**config.mk**
```make
export PLATFORM = sky130hd
export DESIGN_NAME = memristor_pulse_sequencer_flat
export DESIGN_NICKNAME = d
export VERILOG_FILES = /design/src/rtl/memristor_pulse_sequencer_if.sv /design/src/rtl/memristor_pulse_sequencer.sv /design/src/flat_wrapper.sv
export SDC_FILE = /design/constraint.sdc
export NUM_CORES = 1
export LEC_CHECK = 0
export CAP_MARGIN = 10
export CELL_PAD_IN_SITES_DETAIL_PLACEMENT = 2
export CELL_PAD_IN_SITES_GLOBAL_PLACEMENT = 2
export CORE_ASPECT_RATIO = 1.4
export CORE_MARGIN = 10
export CORE_UTILIZATION = 34
export DETAILED_ROUTE_END_ITERATION = 7
export PLACE_DENSITY = 0.85
export REMOVE_ABC_BUFFERS = 1
export SKIP_LAST_GASP = 1
export SLEW_MARGIN = 5
export SYNTH_ARGS = -nofsm -noshare
export SYNTH_HDL_FRONTEND = slang
export SYNTH_SLANG_ARGS = --single-unit
```
**constraint.sdc**
```tcl
create_clock -name wb_clk_i -period 2.6 [get_ports wb_clk_i]
set_input_delay 0.65 -clock wb_clk_i [delete_from_list [all_inputs] [get_ports wb_clk_i]]
set_output_delay 0.65 -clock wb_clk_i [all_outputs]
set_load 0.01 [all_outputs]
```
**src/rtl/memristor_pulse_sequencer_if.sv**
```systemverilog
// Control/status bundle between the LA register block (master) and the pulse sequencer (slave).
interface memristor_pulse_sequencer_if #(
  parameter int CNT_W = 8
);
  logic             start;
  logic             abort;
  logic [1:0]       cfg_chan;
  logic             cfg_pol;
  logic [CNT_W-1:0] cfg_num;
  logic [CNT_W-1:0] cfg_width;
  logic [CNT_W-1:0] cfg_gap;
  logic [2:0]       sel;
  logic [2:0]       din;
  logic             busy;
  logic             done;
  logic             aborted;
  logic             cfg_err;
  logic [CNT_W-1:0] pulses_done;

  modport master (
    output start, abort, cfg_chan, cfg_pol, cfg_num, cfg_width, cfg_gap,
    input  sel, din, busy, done, aborted, cfg_err, pulses_done
  );

  modport slave (
    input  start, abort, cfg_chan, cfg_pol, cfg_num, cfg_width, cfg_gap,
    output sel, din, busy, done, aborted, cfg_err, pulses_done
  );
endinterface

```
**src/rtl/memristor_pulse_sequencer.sv**
```systemverilog
// Timed write-pulse train generator for the three-channel memristor core; drives the
// core's one-hot select and DIGITALIN lines from a latched configuration.
module memristor_pulse_sequencer #(
  parameter int CNT_W        = 8,
  parameter int SETUP_CYCLES = 2
) (
  input logic                      wb_clk_i,
  input logic                      wb_rst_n,
  memristor_pulse_sequencer_if.slave bus
);

  localparam int SW = $clog2(SETUP_CYCLES + 1);
  localparam int CW = (CNT_W > SW) ? CNT_W : SW;
  localparam logic [CW-1:0] SETUP_LOAD = CW'(SETUP_CYCLES - 1);

  typedef enum logic [2:0] {IDLE, SETUP, PULSE, GAP, HOLD} state_t;

  state_t           state, state_nxt;
  logic [CW-1:0]    cnt, cnt_nxt;
  logic [1:0]       chan, chan_nxt;
  logic             pol, pol_nxt;
  logic [CNT_W-1:0] num, num_nxt;
  logic [CNT_W-1:0] width, width_nxt;
  logic [CNT_W-1:0] gap, gap_nxt;
  logic [CNT_W-1:0] pulses, pulses_nxt;
  logic [2:0]       sel_nxt, din_nxt, onehot;
  logic             done_nxt, aborted_nxt, cfg_err_nxt, busy_nxt, cfg_ok;

  // Down-counter reload for a phase of max(v,1) cycles.
  function automatic logic [CW-1:0] load_of(input logic [CNT_W-1:0] v);
    return (v == '0) ? '0 : (CW'(v) - CW'(1));
  endfunction

  always_comb begin
    state_nxt   = state;
    cnt_nxt     = cnt;
    chan_nxt    = chan;
    pol_nxt     = pol;
    num_nxt     = num;
    width_nxt   = width;
    gap_nxt     = gap;
    pulses_nxt  = pulses;
    done_nxt    = 1'b0;
    aborted_nxt = 1'b0;
    cfg_err_nxt = 1'b0;
    cfg_ok      = (bus.cfg_chan != 2'd3) && (bus.cfg_num != '0);

    case (state)
      IDLE: begin
        if (bus.start) begin
          if (cfg_ok) begin
            chan_nxt   = bus.cfg_chan;
            pol_nxt    = bus.cfg_pol;
            num_nxt    = bus.cfg_num;
            width_nxt  = bus.cfg_width;
            gap_nxt    = bus.cfg_gap;
            pulses_nxt = '0;
            cnt_nxt    = SETUP_LOAD;
            state_nxt  = SETUP;
          end else begin
            cfg_err_nxt = 1'b1;
          end
        end
      end
      SETUP: begin
        if (cnt == '0) begin
          cnt_nxt   = load_of(width);
          state_nxt = PULSE;
        end else begin
          cnt_nxt = cnt - CW'(1);
        end
      end
      PULSE: begin
        // Compare before incrementing so a full-scale pulse count never wraps.
        if (cnt == '0) begin
          pulses_nxt = pulses + CNT_W'(1);
          if ((pulses + CNT_W'(1)) == num) begin
            cnt_nxt   = SETUP_LOAD;
            state_nxt = HOLD;
          end else begin
            cnt_nxt   = load_of(gap);
            state_nxt = GAP;
          end
        end else begin
          cnt_nxt = cnt - CW'(1);
        end
      end
      GAP: begin
        if (cnt == '0) begin
          cnt_nxt   = load_of(width);
          state_nxt = PULSE;
        end else begin
          cnt_nxt = cnt - CW'(1);
        end
      end
      HOLD: begin
        if (cnt == '0) begin
          cnt_nxt   = '0;
          done_nxt  = 1'b1;
          state_nxt = IDLE;
        end else begin
          cnt_nxt = cnt - CW'(1);
        end
      end
      default: state_nxt = IDLE;
    endcase

    if (bus.abort && (state != IDLE)) begin
      state_nxt   = IDLE;
      cnt_nxt     = '0;
      pulses_nxt  = pulses;
      done_nxt    = 1'b1;
      aborted_nxt = 1'b1;
    end

    // Outputs are decoded from the next state so they come straight out of flops.
    onehot   = 3'b001 << chan_nxt;
    sel_nxt  = 3'b000;
    din_nxt  = 3'b000;
    busy_nxt = (state_nxt != IDLE);
    case (state_nxt)
      SETUP, GAP, HOLD: begin
        sel_nxt = onehot;
        din_nxt = pol_nxt ? onehot : 3'b000;
      end
      PULSE: begin
        sel_nxt = onehot;
        din_nxt = pol_nxt ? 3'b000 : onehot;
      end
      default: begin
        sel_nxt = 3'b000;
        din_nxt = 3'b000;
      end
    endcase
  end

  always_ff @(posedge wb_clk_i or negedge wb_rst_n) begin
    if (!wb_rst_n) begin
      state       <= IDLE;
      cnt         <= '0;
      chan        <= '0;
      pol         <= 1'b0;
      num         <= '0;
      width       <= '0;
      gap         <= '0;
      pulses      <= '0;
      bus.sel     <= '0;
      bus.din     <= '0;
      bus.busy    <= 1'b0;
      bus.done    <= 1'b0;
      bus.aborted <= 1'b0;
      bus.cfg_err <= 1'b0;
    end else begin
      state       <= state_nxt;
      cnt         <= cnt_nxt;
      chan        <= chan_nxt;
      pol         <= pol_nxt;
      num         <= num_nxt;
      width       <= width_nxt;
      gap         <= gap_nxt;
      pulses      <= pulses_nxt;
      bus.sel     <= sel_nxt;
      bus.din     <= din_nxt;
      bus.busy    <= busy_nxt;
      bus.done    <= done_nxt;
      bus.aborted <= aborted_nxt;
      bus.cfg_err <= cfg_err_nxt;
    end
  end

  assign bus.pulses_done = pulses;

endmodule
```
**src/flat_wrapper.sv**
```systemverilog
// flat-port wrapper written by rule: the top's interface ports become plain ports
module memristor_pulse_sequencer_flat 
#(
  parameter int CNT_W        = 8,
  parameter int SETUP_CYCLES = 2
)
  (wb_clk_i, wb_rst_n, bus_start, bus_abort, bus_cfg_chan, bus_cfg_pol, bus_cfg_num, bus_cfg_width, bus_cfg_gap, bus_sel, bus_din, bus_busy, bus_done, bus_aborted, bus_cfg_err, bus_pulses_done);
  memristor_pulse_sequencer_if #(.CNT_W(CNT_W)) bus_i ();
  input logic wb_clk_i;
  input logic wb_rst_n;
  input wire logic [$bits(bus_i.start)-1:0] bus_start;
  input wire logic [$bits(bus_i.abort)-1:0] bus_abort;
  input wire logic [$bits(bus_i.cfg_chan)-1:0] bus_cfg_chan;
  input wire logic [$bits(bus_i.cfg_pol)-1:0] bus_cfg_pol;
  input wire logic [$bits(bus_i.cfg_num)-1:0] bus_cfg_num;
  input wire logic [$bits(bus_i.cfg_width)-1:0] bus_cfg_width;
  input wire logic [$bits(bus_i.cfg_gap)-1:0] bus_cfg_gap;
  output wire logic [$bits(bus_i.sel)-1:0] bus_sel;
  output wire logic [$bits(bus_i.din)-1:0] bus_din;
  output wire logic [$bits(bus_i.busy)-1:0] bus_busy;
  output wire logic [$bits(bus_i.done)-1:0] bus_done;
  output wire logic [$bits(bus_i.aborted)-1:0] bus_aborted;
  output wire logic [$bits(bus_i.cfg_err)-1:0] bus_cfg_err;
  output wire logic [$bits(bus_i.pulses_done)-1:0] bus_pulses_done;
  assign bus_i.start = bus_start;
  assign bus_i.abort = bus_abort;
  assign bus_i.cfg_chan = bus_cfg_chan;
  assign bus_i.cfg_pol = bus_cfg_pol;
  assign bus_i.cfg_num = bus_cfg_num;
  assign bus_i.cfg_width = bus_cfg_width;
  assign bus_i.cfg_gap = bus_cfg_gap;
  assign bus_sel = bus_i.sel;
  assign bus_din = bus_i.din;
  assign bus_busy = bus_i.busy;
  assign bus_done = bus_i.done;
  assign bus_aborted = bus_i.aborted;
  assign bus_cfg_err = bus_i.cfg_err;
  assign bus_pulses_done = bus_i.pulses_done;
  memristor_pulse_sequencer #(.CNT_W(CNT_W), .SETUP_CYCLES(SETUP_CYCLES)) u_core (.wb_clk_i(wb_clk_i), .wb_rst_n(wb_rst_n), .bus(bus_i));
endmodule
```
# == Yosys cells after proc, flatten, opt, wreduce, memory -nomap -nowiden ==
# Index checks and enable logic that the tools add are counted.
# op_classes
addsub,4
n_eq_ne,15
n_shift,1
mux,39
bitwise,1
n_reduce_logical,17
# op_table
cell,count
2-to-1 mux 8 bit,12
case mux 8 bit (4 select lines),1
2-to-1 mux 3 bit,10
zero test 8 bit,3
subtractor 8 x 1 -> 8 bit (second input constant),3
case mux 8 bit (2 select lines),1
== test 3 x 2 -> 1 bit (second input constant),4
case mux 3 bit (4 select lines),1
2-to-1 mux 1 bit,10
adder 8 x 1 -> 8 bit (second input constant),1
== test 8 bit,1
nonzero test 8 bit,1
== test 3 x 1 -> 1 bit (second input constant),2
== test 3 bit (second input constant),2
2-to-1 mux 2 bit,3
case mux 3 bit (2 select lines),1
AND reduction 3 bit,2
nonzero test 3 bit,2
AND reduction 5 bit,1
nonzero test 5 bit,1
!= test 2 x 1 -> 1 bit (second input constant),2
!= test 2 bit (second input constant),2
OR reduction 4 bit,1
zero test 3 bit,1
other kinds (8),9
# totals
register_bits,56
inputBits,31
output_inout_bits,18
word_cells,91

# == Longest topological paths before layout ==
# logic_depth
depth_word,9
mapped_depth,10
depth_no_buf,8

# == Worst setup path before layout ==
# No wires, ideal clock.
# synth_timing
path_type,reg-to-reg
from,reg u_core.cnt[0]
to,reg u_core.bus.sel[0]
setup_time_ps,130
arrival_ps,2173
required_ps,2470
setup_slack_ps,298
stages_incl_launch_ff,11
n_path_buf,2
synth_period_minus_slack_ps,2302
cell_sequence,dfrtp_1 -> inv_1 -> ha_1 -> or4b_1 -> buf_2 -> or2_4 -> buf_6 -> mux2i_1 -> a21oi_1 -> o21ba_2 -> a21oi_1
# synth_between
elab_chain_len,7
elab_cells_between_ends,12
cone_classes,4 x eq/ne; 6 x mux; 2 x reduce/logical
# synth_rtl
element,line,rtl
"start, declared",memristor_pulse_sequencer.sv:19,"logic [CW-1:0] cnt, cnt_nxt;"
"start signal, assigned",memristor_pulse_sequencer.sv:155,cnt <= cnt_nxt;
zero test 8 bit *,-,
"2-to-1 mux 3 bit, on equally long branches",-,
case mux 3 bit (4 select lines) *,memristor_pulse_sequencer.sv:48,case (state)
2-to-1 mux 3 bit *,memristor_pulse_sequencer.sv:108,if (bus.abort && (state != IDLE)) begin
== test 3 x 1 -> 1 bit (tied with other cells),memristor_pulse_sequencer.sv:121,case (state_nxt)
OR reduction 4 bit (no line) *,-,
2-to-1 mux 3 bit *,memristor_pulse_sequencer.sv:121,
net u_core.sel_nxt[0],memristor_pulse_sequencer.sv:26,"logic [2:0] sel_nxt, din_nxt, onehot;"
"end signal, assigned",memristor_pulse_sequencer.sv:162,bus.sel <= sel_nxt;
"end, declared",memristor_pulse_sequencer_if.sv:27,"output sel, din, busy, done, aborted, cfg_err, pulses_done"
# The timed path passes the listed nets; every way through them passes the cells marked *.
# A chain may end at the register's enable or synchronous reset.

# == Worst setup path in the final report ==
# layout_timing
from,in bus_start
to,reg u_core.bus.din[1]
# layout_between
elab_chain_len,6
elab_cells_between_ends,16
cone_classes,4 x eq/ne; 1 x shift; 10 x mux; 1 x reduce/logical
# layout_rtl
element,line,rtl
"start, declared",flat_wrapper.sv:11,input wire logic [$bits(bus_i.start)-1:0] bus_start;
2-to-1 mux 3 bit,memristor_pulse_sequencer.sv:50,if (bus.start) begin
case mux 3 bit (4 select lines),memristor_pulse_sequencer.sv:48,
2-to-1 mux 3 bit,memristor_pulse_sequencer.sv:108,
== test 3 x 1 -> 1 bit (tied with other cells),memristor_pulse_sequencer.sv:121,
OR reduction 3 bit,memristor_pulse_sequencer.sv:121,
case mux 3 bit (2 select lines) *,memristor_pulse_sequencer.sv:121,
net u_core.din_nxt[1],memristor_pulse_sequencer.sv:26,
"end signal, assigned",memristor_pulse_sequencer.sv:163,bus.din <= din_nxt;
"end, declared",memristor_pulse_sequencer_if.sv:27,
# Marks and branches as above.

==> out/metrics.csv <==
metric,value,unit
status,"finished, final reports clean",
start_util,34.4,%
pin_count,49,
netlist.area_leader.share,43.3,%
dieWidth,102,microns
post_cts_buffers,0,
skew,0.00574,ns
ys_warn_count,0,
crit_path_start_kind,primary input,
n_fill_cell,1027,
num_rows,42,
synth_top_family_by_area,simple AND/OR/NAND/NOR gates,
grt_max_degree,34,
hold_path_class,in2async,
post-route-util,44.6,%
place_ws,-0.434,ns
viasPerCell,5.70,
syn_to_final_growth,29.5,%
core-area,9410,sq um
clock_path_buffers,2,
die_h,135,microns
p_total,4.97,mW
track_usage,17.3,%
seq_area_frac_synth,43.3,%
rrSetupSlack,0.15,ns
drc_errors,0,
synthCells,346,
slew_headroom,58.0,%
final_antenna_net_count,0,
numCtsBuffers,5,
die_area,13900,sq um
cts_tree,built,
synth_compound_area_share,15.6,%
dpl.hpwl,8.71,mm
setup_slack,0.0753,ns
setup_violations,0,
post_route_cells_drive_above_1_share,16.5,%
numPortBuffers,48,
period_share,97.1,%
reg2regPathDepth,8,
rsz0062_at_grt,yes,
firstDrtPassIters,4,
synth_edf_count,0,
yosysMostFrequentCell,dfrtp_1,
worstPathRequired,2.81,ns
ys_top_cells_by_count,"56 x dfrtp_1, 41 x nand2_1, 26 x o21ai_0, 20 x mux2_2, 20 x nor2_1",
drv_cap,0,
critPathKind,in2reg,
synth_xor_area_share,6.76,%
clockRootBuffer,clkbuf_16,
grt_pass1_vias,3526,
gp_congestion,0.829,
cp-end-kind,flip-flop,
layout.nets,447,
synth_area,3240,sq um
yosys.area_share.simple,20.0,%
grt_pass1_wl,18.9,mm
fmax,396,MHz
num_vias,2969,
synth_adder_area_share,2.63,%
cts_max_level,2,
antenna_cells,0,
worst_pin_slew,0.624,ns
finalCriticalPeriod,2.52,ns
clk_latency,0.30,ns
ys_ff_latch,56,
timing.rr.end,u_core.bus.din[1]$_DFF_PN0_,
wl_per_cell,22.4,microns
drt_first_iter_violations,127,
async_flop_share,100,%
cts.clk_slew.worst_paths,0.07,ns
antenna_found_initial,0,
yosysUniqueCellTypes,56,
power_density,1180,nW/um^2
wl,11.7,mm
power_leakage,1.76,nW
synthMuxAreaShare,8.19,%
synth.area.top_cells,"dfrtp_1 43%, mux2_2 7.0%, nand2_1 4.8%",
tns,0,ns
syn_avg_cell_area,9.36,sq um
ir_worst_vdd,380,uV
cts_hold_buf,0,
critPathArrivalTime,2.73,ns
cts_sinks,56,
grt_overflow,0,
r2r_start,u_core.cnt[1]$_DFFE_PN0P_,
yosys.area.top_type,dfrtp_1,
slew_violations,0,
cp_max_fo,3,
final-hold-violation-count,0,
synth_ff_type,dfrtp_1,
-- power by group --
part / internal [mW] / switching (mW) / leakage (nW)
Clock: 0.508 / 0.323 / 0.0901
Combinational: 1.13 / 1.47 / 0.960
Sequential: 1.20 / 0.338 / 0.714
Total: 2.84 / 2.13 / 1.76
-- layer usage --
layer | vias to the layer above | track usage (%) | part of all wire [%]
met4 | 0 | 8.33 | 3.4
li1 | 1359 | - | -
met5 | - | 0 | 0
met1 | 1519 | 17.4 | 36
met3 | 25 | 2.60 | 3.8
met2 | 66 | 33.2 | 57
-- stage by stage --
| step | instances | area [sq um] | hold slack [ns] |
|---|---|---|---|
| after floorplan | 332 | 3170 | 0.354 |
| after global placement | 513 | 3980 | 0.511 |
| after detailed placement | 513 | 3980 | 0.525 |
| after CTS | 521 | 4170 | 0.365 |
| after global routing | 521 | 4190 | 0.387 |
| final | 521 | 4190 | 0.344 |
-- layout by cell type (no fill, tap or decap), types with 2 or more instances in the layout --
master           instances
o21ai_1                  3
mux2_2                  20
a31oi_1                  2
clkdlybuf4s50_1         47
buf_12                   2
dfrtp_1                 56
nand3_1                 13
a32oi_1                  2
nor2_1                  20
or4b_4                   2
clkbuf_16                5
o31ai_1                  4
xor2_1                   8
nand2b_1                 3
o21a_1                   2
nor4_1                   7
o211ai_1                 5
o311ai_0                 2
buf_4                   20
mux2i_1                  3
nor3_1                  17
inv_1                   13
and3_1                   4
xnor2_1                 17
o21ai_0                 25
ha_1                     6
nor3b_1                  2
nand2_1                 41
a21oi_1                 16
a21o_1                   2
a22oi_1                  2
nand4_1                  2
nor2b_1                  4
or3_1                    3
clkbuf_8                 2
-- registers in the layout, indices dropped and copies added, names as in the netlist --
register,cells
u_core.bus.sel,3
u_core.gap,8
u_core.bus.aborted,1
u_core.num,8
u_core.chan,2
u_core.width,8
u_core.bus.pulses_done,8
u_core.cnt,8
u_core.bus.din,3
u_core.state,3
u_core.bus.done,1
u_core.bus.busy,1
u_core.pol,1
u_core.bus.cfg_err,1
-- critical path, stage by stage --
cell and delay, ns:
clkdlybuf4s50_1 0.50, or4b_4 0.50, a221oi_4 0.30, buf_4 0.22, a211o_1 0.12, nand2b_1 0.11
o21ai_1 0.09, nor3_1 0.24
-- worst max path at each step --
stage,startpoint,endpoint
floorplan,bus_start,u_core.bus.din[0]$_DFF_PN0_
global placement,bus_start,u_core.bus.pulses_done[4]$_DFFE_PN0P_
detailed placement,bus_start,u_core.bus.pulses_done[6]$_DFFE_PN0P_
CTS,bus_start,u_core.bus.pulses_done[4]$_DFFE_PN0P_
global route,bus_start,u_core.bus.din[1]$_DFF_PN0_
finish,bus_start,u_core.bus.din[1]$_DFF_PN0_
-- timing repair --
item | in CTS | in global routing
endpoints found under the setup margin | 2 | 12
gates resized for setup | 2 | 6
cloned | 0 | 0
-- kinds of logic after synthesis --
kind of cell	after synthesis
xor gates and xnor gates	25
adders and majority gates	7
buffers and inverters	27
and+or+nand+nor	130
AOI/OAI and AO/OA	77
DFF	56
muxes	24
-- area by class of cell --
type	instances	area [sq um]	area share [%]
Tap cell	110	138	3.28
Timing Repair Buffer	71	681	16.2
Inverter	13	48.8	1.16
Sequential cell	56	1400	33.4
Multi-Input combinational cell	263	1740	41.6
Clock buffer	7	153	3.64
Clock inverter	1	30.0	0.716
Power figures use the tool's default switching activity.
